--- src/rtl/mem_write_tracer_pkg.sv ---
// Shared constants for the data-memory write tracer: default sizing and
// the bit layout of a trace record {seq, addr, data}.
package mips_trace_pkg;

  localparam int DEPTH_DEF = 8;
  localparam int SEQ_W_DEF = 8;

  // Record fields, LSB first: data, then address, then sequence number.
  localparam int DATA_LSB = 0;
  localparam int ADDR_LSB = 32;
  localparam int SEQ_LSB  = 64;
  localparam int REC_W    = 64 + SEQ_W_DEF;

  function automatic int rec_width(input int seq_w);
    return 64 + seq_w;
  endfunction

endpackage

--- src/rtl/mem_write_tracer_if.sv ---
// Processor write-snoop inputs plus the trace-record output stream.
interface mem_write_tracer_if import mips_trace_pkg::*; #(
  parameter int DEPTH = DEPTH_DEF,
  parameter int SEQ_W = SEQ_W_DEF
) ();

  localparam int CW = $clog2(DEPTH) + 1;

  logic             memwrite;
  logic [31:0]      dataadr;
  logic [31:0]      writedata;
  logic             trace_en;
  logic             out_valid;
  logic             out_ready;
  logic [31:0]      out_addr;
  logic [31:0]      out_data;
  logic [SEQ_W-1:0] out_seq;
  logic [CW-1:0]    count;
  logic [7:0]       drop_cnt;

  modport master (
    output memwrite, dataadr, writedata, trace_en, out_ready,
    input  out_valid, out_addr, out_data, out_seq, count, drop_cnt
  );

  modport slave (
    input  memwrite, dataadr, writedata, trace_en, out_ready,
    output out_valid, out_addr, out_data, out_seq, count, drop_cnt
  );

endinterface

--- src/rtl/mem_write_tracer_fifo.sv ---
// Synchronous first-word-fall-through FIFO; the head entry is read straight
// from storage so a record written on one edge is visible right after it.
module trace_fifo #(
  parameter int DEPTH = 8,
  parameter int WIDTH = 72
) (
  input  logic                     clk,
  input  logic                     reset,
  input  logic                     push,
  input  logic                     pop,
  input  logic [WIDTH-1:0]         din,
  output logic [WIDTH-1:0]         dout,
  output logic                     full,
  output logic                     empty,
  output logic [$clog2(DEPTH):0]   count
);

  localparam int AW = $clog2(DEPTH);
  localparam logic [AW:0] FULL_CNT = (AW+1)'(DEPTH);

  logic [WIDTH-1:0] mem [DEPTH];
  logic [AW-1:0]    wr_ptr_reg;
  logic [AW-1:0]    rd_ptr_reg;
  logic [AW:0]      count_reg;
  logic             push_ok;
  logic             pop_ok;

  assign empty   = (count_reg == '0);
  assign full    = (count_reg == FULL_CNT);
  assign pop_ok  = pop && !empty;
  // A full FIFO still accepts a push when the head leaves on the same edge.
  assign push_ok = push && (!full || pop_ok);
  assign dout    = mem[rd_ptr_reg];
  assign count   = count_reg;

  always_ff @(posedge clk) begin
    if (push_ok) begin
      mem[wr_ptr_reg] <= din;
    end
  end

  // Pointers wrap naturally because DEPTH is a power of two.
  always_ff @(posedge clk) begin
    if (reset) begin
      wr_ptr_reg <= '0;
      rd_ptr_reg <= '0;
      count_reg  <= '0;
    end else begin
      if (push_ok) wr_ptr_reg <= wr_ptr_reg + 1'b1;
      if (pop_ok)  rd_ptr_reg <= rd_ptr_reg + 1'b1;
      case ({push_ok, pop_ok})
        2'b10:   count_reg <= count_reg + 1'b1;
        2'b01:   count_reg <= count_reg - 1'b1;
        default: count_reg <= count_reg;
      endcase
    end
  end

endmodule

--- src/rtl/mem_write_tracer.sv ---
// Captures processor data-memory writes into a trace FIFO, tagging each with
// a sequence number; writes lost to a full FIFO leave gaps and bump drop_cnt.
module mem_write_tracer import mips_trace_pkg::*; #(
  parameter int DEPTH = DEPTH_DEF,
  parameter int SEQ_W = SEQ_W_DEF
) (
  input  logic               clk,
  input  logic               reset,
  mem_write_tracer_if.slave  bus
);

  localparam int RW = rec_width(SEQ_W);
  localparam int CW = $clog2(DEPTH) + 1;

  logic             capture;
  logic             pop;
  logic             push;
  logic             full;
  logic             empty;
  logic [RW-1:0]    din;
  logic [RW-1:0]    dout;
  logic [CW-1:0]    fifo_count;
  logic [SEQ_W-1:0] seq_reg;
  logic [7:0]       drop_reg;

  assign capture = bus.memwrite && bus.trace_en;
  assign pop     = !empty && bus.out_ready;
  assign push    = capture && (!full || pop);
  assign din     = {seq_reg, bus.dataadr, bus.writedata};

  trace_fifo #(
    .DEPTH (DEPTH),
    .WIDTH (RW)
  ) u_fifo (
    .clk   (clk),
    .reset (reset),
    .push  (push),
    .pop   (pop),
    .din   (din),
    .dout  (dout),
    .full  (full),
    .empty (empty),
    .count (fifo_count)
  );

  // Sequence advances on every capture, kept or dropped, so drops show as gaps.
  always_ff @(posedge clk) begin
    if (reset) begin
      seq_reg  <= '0;
      drop_reg <= '0;
    end else begin
      if (capture) seq_reg <= seq_reg + 1'b1;
      if (capture && full && !pop && drop_reg != 8'hFF) drop_reg <= drop_reg + 8'd1;
    end
  end

  assign bus.out_valid = !empty;
  assign bus.out_addr  = dout[ADDR_LSB +: 32];
  assign bus.out_data  = dout[DATA_LSB +: 32];
  assign bus.out_seq   = dout[SEQ_LSB +: SEQ_W];
  assign bus.count     = fifo_count;
  assign bus.drop_cnt  = drop_reg;

endmodule

--- src/flat_wrapper.sv ---
// flat-port wrapper written by rule: the top's interface ports become plain ports
module mem_write_tracer_flat import mips_trace_pkg::*;
#(
  parameter int DEPTH = DEPTH_DEF,
  parameter int SEQ_W = SEQ_W_DEF
)
  (clk, reset, bus_memwrite, bus_dataadr, bus_writedata, bus_trace_en, bus_out_ready, bus_out_valid, bus_out_addr, bus_out_data, bus_out_seq, bus_count, bus_drop_cnt);
  mem_write_tracer_if #(.DEPTH(DEPTH), .SEQ_W(SEQ_W)) bus_i ();
  input  logic clk;
  input  logic reset;
  input wire logic [$bits(bus_i.memwrite)-1:0] bus_memwrite;
  input wire logic [$bits(bus_i.dataadr)-1:0] bus_dataadr;
  input wire logic [$bits(bus_i.writedata)-1:0] bus_writedata;
  input wire logic [$bits(bus_i.trace_en)-1:0] bus_trace_en;
  input wire logic [$bits(bus_i.out_ready)-1:0] bus_out_ready;
  output wire logic [$bits(bus_i.out_valid)-1:0] bus_out_valid;
  output wire logic [$bits(bus_i.out_addr)-1:0] bus_out_addr;
  output wire logic [$bits(bus_i.out_data)-1:0] bus_out_data;
  output wire logic [$bits(bus_i.out_seq)-1:0] bus_out_seq;
  output wire logic [$bits(bus_i.count)-1:0] bus_count;
  output wire logic [$bits(bus_i.drop_cnt)-1:0] bus_drop_cnt;
  assign bus_i.memwrite = bus_memwrite;
  assign bus_i.dataadr = bus_dataadr;
  assign bus_i.writedata = bus_writedata;
  assign bus_i.trace_en = bus_trace_en;
  assign bus_i.out_ready = bus_out_ready;
  assign bus_out_valid = bus_i.out_valid;
  assign bus_out_addr = bus_i.out_addr;
  assign bus_out_data = bus_i.out_data;
  assign bus_out_seq = bus_i.out_seq;
  assign bus_count = bus_i.count;
  assign bus_drop_cnt = bus_i.drop_cnt;
  mem_write_tracer #(.DEPTH(DEPTH), .SEQ_W(SEQ_W)) u_core (.clk(clk), .reset(reset), .bus(bus_i));
endmodule
--- config.mk ---
export PLATFORM = sky130hd
export DESIGN_NAME = mem_write_tracer_flat
export DESIGN_NICKNAME = d
export VERILOG_FILES = /design/src/rtl/mem_write_tracer_pkg.sv /design/src/rtl/mem_write_tracer_if.sv /design/src/rtl/mem_write_tracer_fifo.sv /design/src/rtl/mem_write_tracer.sv /design/src/flat_wrapper.sv
export SDC_FILE = /design/constraint.sdc
export NUM_CORES = 1
export LEC_CHECK = 0
export ABC_AREA = 1
export CORE_MARGIN = 8
export CORE_UTILIZATION = 59
export CTS_CLUSTER_DIAMETER = 60
export DETAILED_ROUTE_END_ITERATION = 12
export GPL_TIMING_DRIVEN = 0
export MAX_ROUTING_LAYER = met4
export PLACE_DENSITY = 0.8
export SYNTH_ARGS = -nofsm -noshare
export SYNTH_HDL_FRONTEND = slang
export SYNTH_SLANG_ARGS = --single-unit
export TNS_END_PERCENT = 10
--- constraint.sdc ---
create_clock -name clk -period 7.1 [get_ports clk]
set_input_delay 2.13 -clock clk [delete_from_list [all_inputs] [get_ports clk]]
set_output_delay 2.13 -clock clk [all_outputs]
set_load 0.005 [all_outputs]
# --- Yosys cells after proc, flatten, opt, wreduce, memory -nomap -nowiden ---
# Memory sizes are Yosys's and may differ from the RTL's. A register that Yosys moved wholly into a read port is not among the register bits.
# Index checks and enable logic that the tools add are counted.
op_classes:
  n_mux: 5
  reduce_logical: 15
  eq_ne: 4
  add_sub_neg: 6
op_table:
  columns: ["operator", "n"]
  rows:
  - ["8-bit by 1-bit adder with 8-bit output (second input constant)", 2]
  - ["1-bit logical AND", 8]
  - ["8-bit != test (second input constant)", 1]
  - ["4-bit one-hot mux with 2 select lines", 1]
  - ["3-bit by 1-bit adder with 3-bit output (second input constant)", 2]
  - ["3-bit 2-to-1 mux", 2]
  - ["4-bit by 1-bit adder with 4-bit output (second input constant)", 1]
  - ["4-bit equality test (second input constant)", 1]
  - ["4-bit logical NOT", 1]
  - ["4-bit by 1-bit subtractor with 4-bit output (second input constant)", 1]
  - ["1-bit logical NOT", 3]
  - ["2-bit by 1-bit equality test with 1-bit output (second input constant)", 1]
  - ["2-bit equality test (second input constant)", 1]
  - ["1-bit logical OR", 2]
  - ["1-bit 2-to-1 mux", 2]
  - ["2-bit nonzero test", 1]
word_totals:
  out_inout_bits: 85
  n_memories: 1
  mem_bits_rw: 576
  register_bits: 26
memory_table:
  columns: ["memory", "depth", "width", "rd", "rd_ports_with_merged_regs", "write_ports", "line_no", "rtl"]
  rows:
  - ["u_core.u_fifo.mem", 8, 72, 1, 1, 1, "mem_write_tracer_fifo.sv:21", "logic [WIDTH-1:0] mem [DEPTH];"]

# --- Logic depth before layout (Yosys ltp) ---
logic_depth:
  depth_word: 8
  depth_mapped: 14

# --- Modules after synthesis ---
# A second synthesis with hierarchy kept.
hier_totals:
  hier_cells: 1696
  hier_area_um2: 23920.4
modules_own_cells:
  columns: ["module", "area_per_inst_um2", "cells_each", "seq_area_each_um2", "n_inst"]
  rows:
  - ["trace_fifo", 23019.6, 1561, 17556.8, 1]
  - ["mem_write_tracer", 900.9, 135, 320.3, 1]

# --- Least setup slack after synthesis ---
# Ideal clock, no wire load.
synth_path:
  path_type: "in2reg"
  start: "input bus_memwrite"
  end: "memory u_core.u_fifo.mem[0][0], enable pin"
  arrival_time_ns: 5.858
  required_ns: 6.597
  cell_stages: 5
  setup_time_ns: 0.503
  n_path_buf: 0
  setup_slack_ns: 0.740
  path_cell_list: "nand2_1 inv_1 nand2_1 or2_2 nor2_1"
synth_via:
  elab_chain_len: 5
synth_lines:
  columns: ["item", "line_no", "rtl"]
  rows:
  - ["from (decl)", "flat_wrapper.sv:11", "input wire logic [$bits(bus_i.memwrite)-1:0] bus_memwrite;"]
  - ["1-bit logical AND", "mem_write_tracer.sv:26", "assign capture = bus.memwrite && bus.trace_en;"]
  - ["1-bit logical AND", "mem_write_tracer.sv:28", "assign push = capture && (!full || pop);"]
  - ["1-bit logical AND", "mem_write_tracer_fifo.sv:32", "assign push_ok = push && (!full || pop_ok);"]
  - ["1-bit 2-to-1 mux", "mem_write_tracer_fifo.sv:37", "if (push_ok) begin"]
  - ["1-bit 2-to-1 mux (not written as such)", "mem_write_tracer_fifo.sv:38", "mem[wr_ptr_reg] <= din;"]
  - ["to (decl)", "mem_write_tracer_fifo.sv:21", null]
# No other way between the ends.

==> impl_metrics.tcl <==
set metrics [dict create \
    outcome "finished clean" \
    slew_viol_final 0 \
    track_usage_pct 25.2 \
    ys_top_cells_by_area "edfxtp_1, o21ai_0, nor2_1, nand2_1, mux2i_1" \
    first_pass_iters 6 \
    io_pins 154 \
    reg2reg_depth 9 \
    portBuffers 153 \
    rsz0062_at_grt "false" \
    grt_max_degree 31 \
    crit_path_max_fanout 10 \
    yosysTopAreaCellShare_pct 72.3 \
    drt_iter0_markers 2040 \
    grt_pass1_vias 15800 \
    initial_core_util_pct 59.9 \
    syn_area_sq_um 23900 \
    synth_cell_types 27 \
    r2r_end "u_core.u_fifo.mem[3][59]" \
    crit_required_ns 4.97 \
    finalHoldViolations 0 \
    hold_depth 1 \
    ctsResizeCount 0 \
    criticalPathCategory "reg -> out" \
    ir_drop_mv 0.226 \
    fin_cells 2644 \
    largest_reg_flops 576 \
    overflow 0 \
    drv_cap 0 \
    coreArea_sq_um 39900 \
    tightestPinTransition_ns 1.03 \
    via_per_inst 5.99 \
    hold_buffers 0 \
    final.fill_count 2521 \
    antenna_found_initial 3 \
    dp_hpwl_um 37500 \
    postCtsSetupBuffers 0 \
    min_to "u_core.u_fifo.rd_ptr_reg[0]" \
    finish.instance_area_sq_um 28300 \
    ant_nets 0 \
    power_density_nw_per_um2 334 \
    synth-seq-cells 605 \
    final_core_util_pct 71.0 \
    synth_area_leader_cell "edfxtp_1" \
    cp-end-kind "output port" \
    r2r_slack_ns 4.33 \
    die_h_um 217 \
    clk_pin_slew_worst_paths_ns 0.06 \
    area_delta_synth_final_pct 18.5 \
    drc 0 \
    numCtsBuffers 59 \
    setup_slack_ns 1.65 \
    fin_crit_ns 5.45 \
    syn_nets 1920 \
    cts_tree "built" \
    die_width_um 217 \
    synthCells 1844 \
    vias 15800 \
    fin_skew_ns 0.0247 \
    ys_warn_count 0 \
    post-route-period-util_pct 76.8 \
    gp_congestion 0.805 \
    insertion_delay_ns 0.62 \
    max_slew_margin_pct 31.1 \
    p_leak_uw 0.00966 \
    hold_start "u_core.u_fifo.rd_ptr_reg[0]" \
    clockBufferDepth 3 \
    fmax_ghz 0.183 \
    setup_viol 0 \
    dpl_cell_area_sq_um 26600 \
    pre_cts_ws_ns 1.91 \
    cts_root_buffer "clkbuf_16" \
    hp-class "reg -> reg" \
    start_kind "register" \
    dieArea_sq_um 47200 \
    reg2reg_from "u_core.u_fifo.count[0]" \
    routed_wl_um 58800 \
    layout-drive-gt1-share_pct 7.28 \
    dp.cells 2541 \
    htree_num_levels 2 \
    fin_nets 2153 \
    grt_pass1_wl_um 89300 \
    synth-seq-area-share_pct 74.7 \
    avgRoutedWirePerCell_um 22.2 \
    num_rows 73 \
    cts.sink_count 605 \
    timing.hold.ws_ns 0.489 \
    avgSynthCellArea_sq_um 13.0 \
    cp.arrival_ns 3.32 \
]
how the worst max path moves through the flow:
| stage | start | to | slack (ns) | cells past startpoint |
|---|---|---|---|---|
| 2_1_floorplan | bus_memwrite | u_core.u_fifo.mem[0][0] | 0.74 | 5 |
| 3_3_place_gp | bus_memwrite | u_core.u_fifo.mem[0][47] | -2.40 | 6 |
| 3_5_place_dp | bus_trace_en | u_core.u_fifo.mem[3][47] | 1.91 | 10 |
| 4_1_cts | register | bus_out_data[12] | 1.70 | 8 |
| 5_1_grt | register | bus_out_data[12] | 1.53 | 8 |
| 6_report | register | bus_out_data[12] | 1.65 | 8 |
cells in the mapped netlist:
master,n
a21oi_1,19
buf_1,14
buf_12,3
buf_2,29
buf_4,3
buf_6,4
buf_8,9
clkbuf_1,43
dfxtp_1,29
edfxtp_1,576
ha_1,7
inv_1,38
inv_2,2
mux2i_1,72
nand2_1,275
nand2_4,1
nand3_1,12
nand4_1,5
nor2_1,319
nor2_2,1
nor3_1,4
o21ai_0,241
o21ai_1,59
o22ai_1,72
or2_2,1
xnor2_1,2
xor2_1,4
worst max-delay path, cell delays in order, from the launching register on:
cell             delay, ns
dfxtp_1               0.35
buf_4                 0.26
buf_4                 0.26
clkbuf_1              0.55
o21ai_0               0.29
o21ai_1               0.24
nand2_1               0.08
nand2_1               0.15
clkdlybuf4s50_1       0.53
placed cells by master (no fill, tap or decap), types with 9 or more instances in the layout:
cell type | Yosys | final
edfxtp_1 | 576 | 576
nor2_1 | 319 | 311
nand2_1 | 275 | 275
o21ai_0 | 241 | 241
clkdlybuf4s50_1 | 0 | 153
mux2i_1 | 72 | 72
o22ai_1 | 72 | 72
clkbuf_1 | 43 | 60
clkbuf_16 | 0 | 60
o21ai_1 | 59 | 59
inv_1 | 38 | 38
buf_2 | 29 | 29
dfxtp_1 | 29 | 29
a21oi_1 | 19 | 19
buf_12 | 3 | 16
buf_1 | 14 | 14
nand3_1 | 12 | 12
buf_8 | 9 | 9
clkinv_1 | 0 | 9
cells by family after synthesis:
family          count (synthesis)  share of synthesized area (%)
flops                         605                           74.7
fa+ha+maj                       7                          0.366
simple gates                  618                           9.89
compound gates                391                           8.56
xor+xnor                        6                          0.220
mux                            72                           3.01
buf+inv                       145                           3.23
per-stage QoR:
stage	TNS, ns	power (uW)
floorplan	0	5460
CTS	0	9490
global route	0	9850
global placement	-1255.78	6540
detailed placement	0	6630
finish	0	9470
power breakdown:
| group | switching [uW] | internal, uW |
|---|---|---|
| Clock | 1270 | 1610 |
| Combinational | 1530 | 1030 |
| Sequential | 37.4 | 3990 |
per-layer routing:
| metal | global-route usage, % | share of wire (%) |
|---|---|---|
| met5 | - | 0 |
| met4 | 9.13 | 2.9 |
| met3 | 4.12 | 9.5 |
| met2 | 41.0 | 50 |
| met1 | 31.9 | 38 |
area by class of cell:
cell class              count  area, sq um  share of cell area [%]
diodes                      3         7.51                  0.0265
well taps                 525          657                    2.32
inverters                  40          150                   0.530
clock inverters            23          180                   0.636
plain buffers             105          622                    2.19
repair buffers            172         1960                    6.90
flip-flops and latches    605        17900                    63.1
clock buffers              77         1570                    5.52
multi-input cells        1094         5330                    18.8
Power figures use the tool's default switching activity.
